File: config.mk
export PLATFORM = sky130hd
export DESIGN_NAME = scan_sel3
export DESIGN_NICKNAME = d
export VERILOG_FILES = /design/src/rtl/scan_pkg.sv /design/src/rtl/dwell_cnt.sv /design/src/rtl/scan_sel3.sv
export SDC_FILE = /design/constraint.sdc
export NUM_CORES = 1
export LEC_CHECK = 0
export ABC_CLOCK_PERIOD_IN_PS = 1200
export CAP_MARGIN = 10
export CORE_AREA = 2 2 47 49
export CTS_CLUSTER_SIZE = 24
export DETAILED_ROUTE_END_ITERATION = 12
export DIE_AREA = 0 0 49 51
export GPL_TIMING_DRIVEN = 0
export HOLD_SLACK_MARGIN = 0.12
export PLACE_DENSITY = 0.68
export SLEW_MARGIN = 10
export SYNTH_ARGS = -nofsm -noshare
export SYNTH_HDL_FRONTEND = slang
export SYNTH_SLANG_ARGS = --single-unit
File: constraint.sdc
create_clock -name clk -period 1.2 [get_ports clk]
set_input_delay 0.24 -clock clk [delete_from_list [all_inputs] [get_ports clk]]
set_output_delay 0.24 -clock clk [all_outputs]
set_load 0.03 [all_outputs]
File: src/rtl/scan_pkg.sv
// Shared definitions for the channel scanner and the downstream 3-to-8 decoder bench.
package scan_pkg;

    localparam int NCH   = 8;
    localparam int SEL_W = 3;

    typedef enum logic [1:0] {
        IDLE   = 2'd0,
        SCAN   = 2'd1,
        FINISH = 2'd2
    } state_t;

endpackage

File: src/rtl/dwell_cnt.sv
// Loadable up-counter that flags when the count reaches the programmed limit.
module dwell_cnt #(
    parameter int DWELL_W = 4
) (
    input  logic               clk,
    input  logic               rst,
    input  logic               clr,
    input  logic               en,
    input  logic [DWELL_W-1:0] limit,
    output logic               expired
);

    logic [DWELL_W-1:0] cnt;

    assign expired = (cnt == limit);

    always_ff @(posedge clk) begin
        if (rst || clr) begin
            cnt <= '0;
        end else if (en) begin
            if (expired) cnt <= '0;
            else         cnt <= cnt + 1'b1;
        end
    end

endmodule

File: src/rtl/scan_sel3.sv
// Channel scanner driving the enable and select inputs of a 3-to-8 decoder,
// holding each channel for a programmable dwell, in single-pass or continuous mode.
module scan_sel3
    import scan_pkg::*;
#(
    parameter int DWELL_W = 4
) (
    input  logic               clk,
    input  logic               rst,
    input  logic               start,
    input  logic               stop,
    input  logic               cont,
    input  logic [DWELL_W-1:0] dwell,
    output logic               E,
    output logic               i0,
    output logic               i1,
    output logic               i2,
    output logic               busy,
    output logic               wrap,
    output logic               done
);

    localparam logic [SEL_W-1:0] LAST_SEL = SEL_W'(NCH - 1);

    state_t             state;
    logic [SEL_W-1:0]   sel;
    logic [DWELL_W-1:0] dwell_q;
    logic               cont_q;
    logic               expired;
    logic               cnt_en;
    logic               cnt_clr;

    // Counter runs only while scanning; a stop clears it on the same edge the FSM leaves SCAN.
    assign cnt_en  = (state == SCAN);
    assign cnt_clr = (state != SCAN) || stop;

    dwell_cnt #(
        .DWELL_W (DWELL_W)
    ) u_dwell_cnt (
        .clk     (clk),
        .rst     (rst),
        .clr     (cnt_clr),
        .en      (cnt_en),
        .limit   (dwell_q),
        .expired (expired)
    );

    assign i0 = sel[2];
    assign i1 = sel[1];
    assign i2 = sel[0];

    always_ff @(posedge clk) begin
        if (rst) begin
            state   <= IDLE;
            sel     <= '0;
            dwell_q <= '0;
            cont_q  <= 1'b0;
            E       <= 1'b0;
            busy    <= 1'b0;
            wrap    <= 1'b0;
            done    <= 1'b0;
        end else begin
            wrap <= 1'b0;
            done <= 1'b0;
            unique case (state)
                IDLE: begin
                    sel  <= '0;
                    E    <= 1'b0;
                    busy <= 1'b0;
                    if (start && !stop) begin
                        dwell_q <= dwell;
                        cont_q  <= cont;
                        state   <= SCAN;
                        E       <= 1'b1;
                        busy    <= 1'b1;
                    end
                end
                SCAN: begin
                    if (stop) begin
                        state <= IDLE;
                        sel   <= '0;
                        E     <= 1'b0;
                        busy  <= 1'b0;
                    end else if (expired) begin
                        if (sel != LAST_SEL) begin
                            sel <= sel + 1'b1;
                        end else if (cont_q) begin
                            sel  <= '0;
                            wrap <= 1'b1;
                        end else begin
                            state <= FINISH;
                            sel   <= '0;
                            E     <= 1'b0;
                            busy  <= 1'b0;
                            done  <= 1'b1;
                        end
                    end
                end
                FINISH: begin
                    state <= IDLE;
                    sel   <= '0;
                    E     <= 1'b0;
                    busy  <= 1'b0;
                end
                default: begin
                    state <= IDLE;
                    sel   <= '0;
                    E     <= 1'b0;
                    busy  <= 1'b0;
                end
            endcase
        end
    end

endmodule

==> impl_results.md, run 1 <==
* CTS tree: done
* R2R cell count at 4
* R2R Setup Slk at -150 ps
* Worst ir drop on vdd at 587.9 µV
* H-Tree Depth at 1
* Layout cell share with drive strength beyond 1 at 36.08%
* Worst Hold Launch: rst
* Root Driver: clkbuf_4
* Fraction of registers with async set/reset at 0%
* WS Path Type: reg -> reg
* Power per Cell Area at 988.9 nW/µm²
* Total number of vias at 622
* GRT Residual Overflow at 0
* GRT Total Usage at 15.43%
* Count leader, synth: dfxtp_1
* Worst Path Buf+Inv at 1
* Die area at 2499 µm²
* Pwr Total at 0.001055 W
* Detailed placement HPWL at 1099 µm
* Hold depth at 2
* Leak at 0.4588 nW
* Internal power at 0.0007922 W
* DR iter-0 viols at 2
* Worst-skew pair later-pin latency at 280 ps
* Critical Path Max Stage Delay at 380 ps
* IO Pins at 16
* Antenna-violating nets left at 0
* Register area share after synthesis at 41.78%
* Worst path arrival time at 1560 ps
* Final setup viols at 11
* First-pass GRT wire length at 2967 µm
* HP Class: in -> reg
* DRC Markers at 0
* Layout Utilization at 51.73%
* # diodes at 0
* Avg WL per Cell at 12.39 µm
* Initial core utilization at 39.48%
* Synth Instances at 73
* Main area contributors after synthesis: dfxtp_1, mux2i_1, nor4b_4
* Fin. max-slew vios at 0
* Post-Route Skew at 1.877 ps
* Worst Hold End: dwell_q[1]$_SDFFE_PP0P_
* Cells along the critical path: xor2_2 > nor4_4 > buf_6 > mux2i_1
* Switching share of power at 24.94%
* Seq pwr share at 55.6%
* Comb power frac at 15.6%
* Port bufs at 14
* RSZ-0062 raised after global routing: yes
* 1st-pass router iterations at 4
* Slew at the pin closest to its max-slew limit at 329.0 ps
* Worst reg2reg path startpoint: dwell_q[0]$_SDFFE_PP0P_
* Setup crit start kind: register
* Slew HR at 77.90%
* Vias in the first global route at 682
* Yosys warning count at 0
* Sink Count at 17
* Worst setup slack after layout at -147.8 ps
* Leading area contributor after synthesis: dfxtp_1
* Setup crit end kind: register
* Post-Syn Area per Cell at 11.16 µm²
* Die width at 49 µm
* RePlAce Congestion at 0.7812
* Net Sw Power at 0.0002633 W
* Min cycle time layout at 1348 ps
* Initial antenna violation count at 0
* Die H at 51 µm
* Reg clk slew, reported paths at 100 ps
* Hold_buf cts at 0
* Synth top area share at 41.78%
* EDFF count, synth at 0
* Max Root-Sink Buffers at 2
* Status: finished, violations left
* CP required at 1410 ps
* Seq cells post-synth at 17
* Via density at 4.976
* Crit Path Max Fanout at 5
* DRT Wirelength at 1549 µm
* Synth cell count leaders: dfxtp_1, mux2i_1, nor2_1, nand2_1, xor2_1
* # rows at 17
* Layout area overhead at 31.03%
* Final hold vios at 0
* Final Cycle Share at 112.3%
* Largest net degree at the start of global routing at 10
* Final nets at 110
* Violated checks: setup timing
* Fmax at 742.0 MHz
* Netlist cell types at 27
* Mapped Area at 814.5 µm²
* Post-synth net total at 85
* MaxCap Viol Count at 0
* Pre-CTS WS at -505.0 ps
* Core area at 2063 µm²
* Top cell family by delay on the critical path: simple AND/OR/NAND/NOR gates
* Clk pwr share at 28.8%
* Num CTS Buffers at 3
* Main synth FF type: dfxtp_1
* Slowest CP cell: nor4_4
* Crit Reg-Reg Endpoint: sel[1]$_SDFFE_PP0N_
power by group through the flow:
stage | logic [W] | registers (W) | clock network, W
final | 0.000165 | 0.000587 | 0.000304
after global routing | 0.000181 | 0.000590 | 0.000339
after CTS | 0.000160 | 0.000591 | 0.000313
after detailed placement | 0.000148 | 0.000604 | 0
after global placement | 0.000146 | 0.000603 | 0
after floorplan | 0.0000959 | 0.000605 | 0
cell families after synthesis:
kind of cell,count (synthesis),synth area share (%)
AND/OR/NAND/NOR,31,30.57
flip-flops,17,41.78
multiplexers,8,9.831
AO/OA/AOI/OAI,6,4.914
XOR/XNOR,5,5.376
buffers and inverters,3,2.918
adder cells (fa/ha/maj),3,4.609
per-stage QoR:
stage	area, µm²	setup TNS, ps	hold WS, ps	instances
after floorplan	830.8	-30.04	387.1	73
after global placement	1006	-6681	462.2	115
after detailed placement	1006	-7075	470.9	115
after CTS	1064	-1007	245.1	124
after global routing	1067	-2376	265.1	125
final	1067	-1080	240.9	125
sequential cells by signal, indices dropped and copies added, names as in the netlist:
register         cells
done                 1
dwell_q              4
wrap                 1
busy                 1
cont_q               1
u_dwell_cnt.cnt      4
state                2
sel                  3
cell usage in the layout, fill, tap and decap left out, types with 3 or more instances in the layout:
cell             synthesis  layout
dfxtp_1                 17      11
mux2i_1                  8       8
buf_4                    1       8
nor2_1                   7       7
buf_2                    1       5
nand2_1                  5       5
clkdlybuf4s50_1          0       5
xor2_1                   5       4
dfxtp_2                  0       4
o21ai_0                  3       3
ha_1                     3       3
clkbuf_4                 0       3
worst max path at each step:
stage	start	to	slack [ps]	cells after the start
finish	dwell_q[0]$_SDFFE_PP0P_	sel[1]$_SDFFE_PP0N_	-150	4
global route	dwell_q[0]$_SDFFE_PP0P_	sel[2]$_SDFFE_PP0N_	-240	4
CTS	u_dwell_cnt.cnt[2]$_SDFFE_PP0N_	sel[0]$_SDFFE_PP0N_	-130	4
detailed placement	stop	dwell_q[2]$_SDFFE_PP0P_	-510	4
global placement	stop	dwell_q[0]$_SDFFE_PP0P_	-510	4
floorplan	dwell_q[0]$_SDFFE_PP0P_	sel[0]$_SDFFE_PP0N_	-10	4
layout make-up:
class / count / area (µm²)
buffer: 3 / 23.77
clock buffer: 4 / 26.28
fill: 203 / 996.0
multi-input combinational: 53 / 462.9
sequential: 17 / 352.8
tap: 28 / 35.03
timing repair buffer: 20 / 166.4
routing by layer:
metal,track usage (%),up-vias,routed length (µm)
li1,-,309,-
met1,19.31,300,728
met2,24.89,13,751
met3,4.386,0,70
met4,6.667,0,0
met5,0,-,0
what timing repair did:
action                                  4_1_cts  5_1_grt
setup buffers                                 4        1
resized for setup                            30        8
endpoints found under the setup margin       24       19
pin swaps                                     2        4
endpoints found under the hold margin         0        0
gates cloned                                  1        0
Note: power is estimated with default switching activity, not from simulation.
==> inputs of run 2 (changes only) <==
--- a/config.mk
+++ b/config.mk
@@ -13,8 +13,9 @@
 export DIE_AREA = 0 0 49 51
 export GPL_TIMING_DRIVEN = 0
 export HOLD_SLACK_MARGIN = 0.12
+export MAX_ROUTING_LAYER = met4
 export PLACE_DENSITY = 0.68
-export SLEW_MARGIN = 10
+export RECOVER_POWER = 25
 export SYNTH_ARGS = -nofsm -noshare
 export SYNTH_HDL_FRONTEND = slang
 export SYNTH_SLANG_ARGS = --single-unit
==> impl_results.md, run 2 (synthesis results as in run 1) <==
* H-Tree Depth at 1 (unchanged)
* Final setup viols at 11 (unchanged)
* IO Pins at 16 (unchanged)
* Most frequent cells in the layout: dfxtp_1, mux2i_1, buf_4 (unchanged)
* DRT Wirelength at 1548 µm (was 1549 µm)
* Crit Path Max Fanout at 5 (unchanged)
* Final hold vios at 0 (unchanged)
* DR iter-0 viols at 4 (was 2)
* GRT Total Usage at 15.79% (was 15.43%)
* First-pass GRT wire length at 2960 µm (was 2967 µm)
* RePlAce Congestion at 0.7920 (was 0.7812)
* Inst Count DP at 115 (unchanged)
* Die H at 51 µm (unchanged)
* Via density at 4.960 (was 4.976)
* Clk pwr share at 29.1% (was 28.8%)
* Post-Route Skew at 5.452 ps (was 1.877 ps)
* HP Class: in -> reg (unchanged)
* Slew HR at 77.88% (was 77.90%)
* Leak at 0.4582 nW (was 0.4588 nW)
* R2R Setup Slk at -120 ps (was -150 ps)
* Fmax at 759.4 MHz (was 742.0 MHz)
* # rows at 17 (unchanged)
* Switching share of power at 25.25% (was 24.94%)
* Antenna-violating nets left at 0 (unchanged)
* 1st-pass router iterations at 2 (was 4)
* Setup crit end kind: register (unchanged)
* Largest registers: dwell_q: 4 flops, u_dwell_cnt.cnt: 4 flops, sel: 3 flops (unchanged)
* GRT Residual Overflow at 0 (unchanged)
* Slowest CP cell: nor4_4 (unchanged)
* Violated checks: setup timing (unchanged)
* Hold_buf cts at 0 (unchanged)
* Commonest non-fill, non-tap cell in the layout: dfxtp_1 (unchanged)
* Worst ir drop on vdd at 596.9 µV (was 587.9 µV)
* Layout area overhead at 31.03% (unchanged)
* DRC Markers at 0 (unchanged)
* Finished Layout Cells at 125 (unchanged)
* Power per Cell Area at 993.0 nW/µm² (was 988.9 nW/µm²)
* Final nets at 110 (unchanged)
* Initial core utilization at 39.48% (unchanged)
* CTS tree: done (unchanged)
* Internal power at 0.0007922 W (about the same)
* Worst Path Buf+Inv at 1 (unchanged)
* Status: finished, violations left (unchanged)
* Detailed placement HPWL at 1099 µm (unchanged)
* Port bufs at 14 (unchanged)
* MaxCap Viol Count at 0 (unchanged)
* Initial antenna violation count at 0 (unchanged)
* Comb power frac at 15.5% (was 15.6%)
* Net Sw Power at 0.0002676 W (was 0.0002633 W)
* Pwr Total at 0.001060 W (was 0.001055 W)
* Die width at 49 µm (unchanged)
* CP required at 1370 ps (was 1410 ps)
* Seq pwr share at 55.4% (was 55.6%)
* Critical Path Max Stage Delay at 380 ps (about the same)
* Reg clk slew, reported paths at 100 ps (about the same)
* Vias in the first global route at 682 (unchanged)
* Max Root-Sink Buffers at 2 (unchanged)
* Num CTS Buffers at 3 (unchanged)
* Filler cell count at 203 (unchanged)
* Cells along the critical path: xor2_2 > nor4_4 > buf_4 > a31oi_1 (was xor2_2 > nor4_4 > buf_6 > mux2i_1)
* Die area at 2499 µm² (unchanged)
* WS Path Type: reg -> reg (unchanged)
* Total number of vias at 620 (was 622)
* Worst path arrival time at 1490 ps (was 1560 ps)
* Fin. max-slew vios at 0 (unchanged)
* Top cell family by delay on the critical path: simple AND/OR/NAND/NOR gates (unchanged)
* Final Cycle Share at 109.7% (was 112.3%)
* Min cycle time layout at 1317 ps (was 1348 ps)
* # diodes at 0 (unchanged)
* Worst-skew pair later-pin latency at 290 ps (was 280 ps)
* Sink Count at 17 (unchanged)
* Largest net degree at the start of global routing at 10 (unchanged)
* Avg WL per Cell at 12.38 µm (was 12.39 µm)
* Slew at the pin closest to its max-slew limit at 329.4 ps (was 329.0 ps)
* RSZ-0062 raised after global routing: yes (unchanged)
* Worst setup slack after layout at -116.8 ps (was -147.8 ps)
* Root Driver: clkbuf_4 (unchanged)
* Core area at 2063 µm² (unchanged)
* Setup crit start kind: register (unchanged)
* Layout cell share with drive strength beyond 1 at 36.08% (unchanged)
-- run 2: cell types whose count changed in the layout (fill, tap and decap cells not counted), sizes merged --
cell,change
buf,-1
clkbuf,+1
-- run 2: metal layers --
metal | track usage (%) | wire length, µm | up-vias | part of all wire [%]
met3 | 4.094 | 58 | 2 | 3.7
met2 | 25.11 | 735 | 11 | 47
met1 | 19.13 | 747 | 297 | 48
met4 | 6.667 | 7 | 0 | 0.45
li1 | - | - | 310 | -
met5 | - | 0 | - | 0
-- run 2: final cells by class --
type,count,area [µm²],share of cell area (%)
multi-input cells,53,462.9,43.38
flip-flops and latches,17,352.8,33.06
repair buffers,20,166.4,15.59
well taps,28,35.03,3.283
clock buffers,4,26.28,2.462
plain buffers,3,23.77,2.227
-- run 2: path summary, 6_finish.rpt --
| kind | end | depth (start not counted) | start |
|---|---|---|---|
| worst min-delay path | dwell_q[1]$_SDFFE_PP0P_ | 2 | rst |
| worst max-delay path | state[0]$_SDFFE_PP0P_ | 4 | dwell_q[0]$_SDFFE_PP0P_ |
| worst min register to register | sel[2]$_SDFFE_PP0N_ | 2 | sel[2]$_SDFFE_PP0N_ |
| worst max register to register | state[0]$_SDFFE_PP0P_ | 4 | dwell_q[0]$_SDFFE_PP0P_ |
-- run 2: stage by stage --
step / setup slack, ps / util [%] / TNS (ps) / hold WS (ps) / instance area [µm²]
4_1_cts: -131.2 / 51.55 / -1007 / 245.1 / 1064
3_3_place_gp: -513.0 / 48.76 / -6681 / 462.2 / 1006
6_report: -116.8 / 51.73 / -1019 / 241.1 / 1067
3_5_place_dp: -505.0 / 48.76 / -7075 / 470.9 / 1006
2_1_floorplan: -11.64 / - / -30.04 / 387.1 / 830.8
5_1_grt: -234.3 / 51.73 / -2362 / 265.1 / 1067
-- run 2: power groups by stage --
stage / combinational, W / clock (W) / sequential (W)
3_5_place_dp: 0.000148 / 0 / 0.000604
2_1_floorplan: 0.0000959 / 0 / 0.000605
6_report: 0.000164 / 0.000309 / 0.000587
5_1_grt: 0.000180 / 0.000339 / 0.000590
4_1_cts: 0.000160 / 0.000313 / 0.000591
3_3_place_gp: 0.000146 / 0 / 0.000603
-- run 2: repair_timing --
item                                    4_1_cts  5_1_grt
resized for setup                            30        8
endpoints found under the setup margin       24       19
gates cloned                                  1        0
pin swaps                                     2        4
setup buffers                                 4        1
==> inputs of run 3 (changes only) <==
--- a/config.mk
+++ b/config.mk
@@ -8,7 +8,7 @@
 export ABC_CLOCK_PERIOD_IN_PS = 1200
 export CAP_MARGIN = 10
 export CORE_AREA = 2 2 47 49
-export CTS_CLUSTER_SIZE = 24
+export CTS_CLUSTER_SIZE = 30
 export DETAILED_ROUTE_END_ITERATION = 12
 export DIE_AREA = 0 0 49 51
 export GPL_TIMING_DRIVEN = 0
@@ -16,6 +16,7 @@
 export MAX_ROUTING_LAYER = met4
 export PLACE_DENSITY = 0.68
 export RECOVER_POWER = 25
+export SLEW_MARGIN = 20
 export SYNTH_ARGS = -nofsm -noshare
 export SYNTH_HDL_FRONTEND = slang
 export SYNTH_SLANG_ARGS = --single-unit
==> results of run 3 <==
The final DEF is identical to that of run 2; final timing and power are the same.
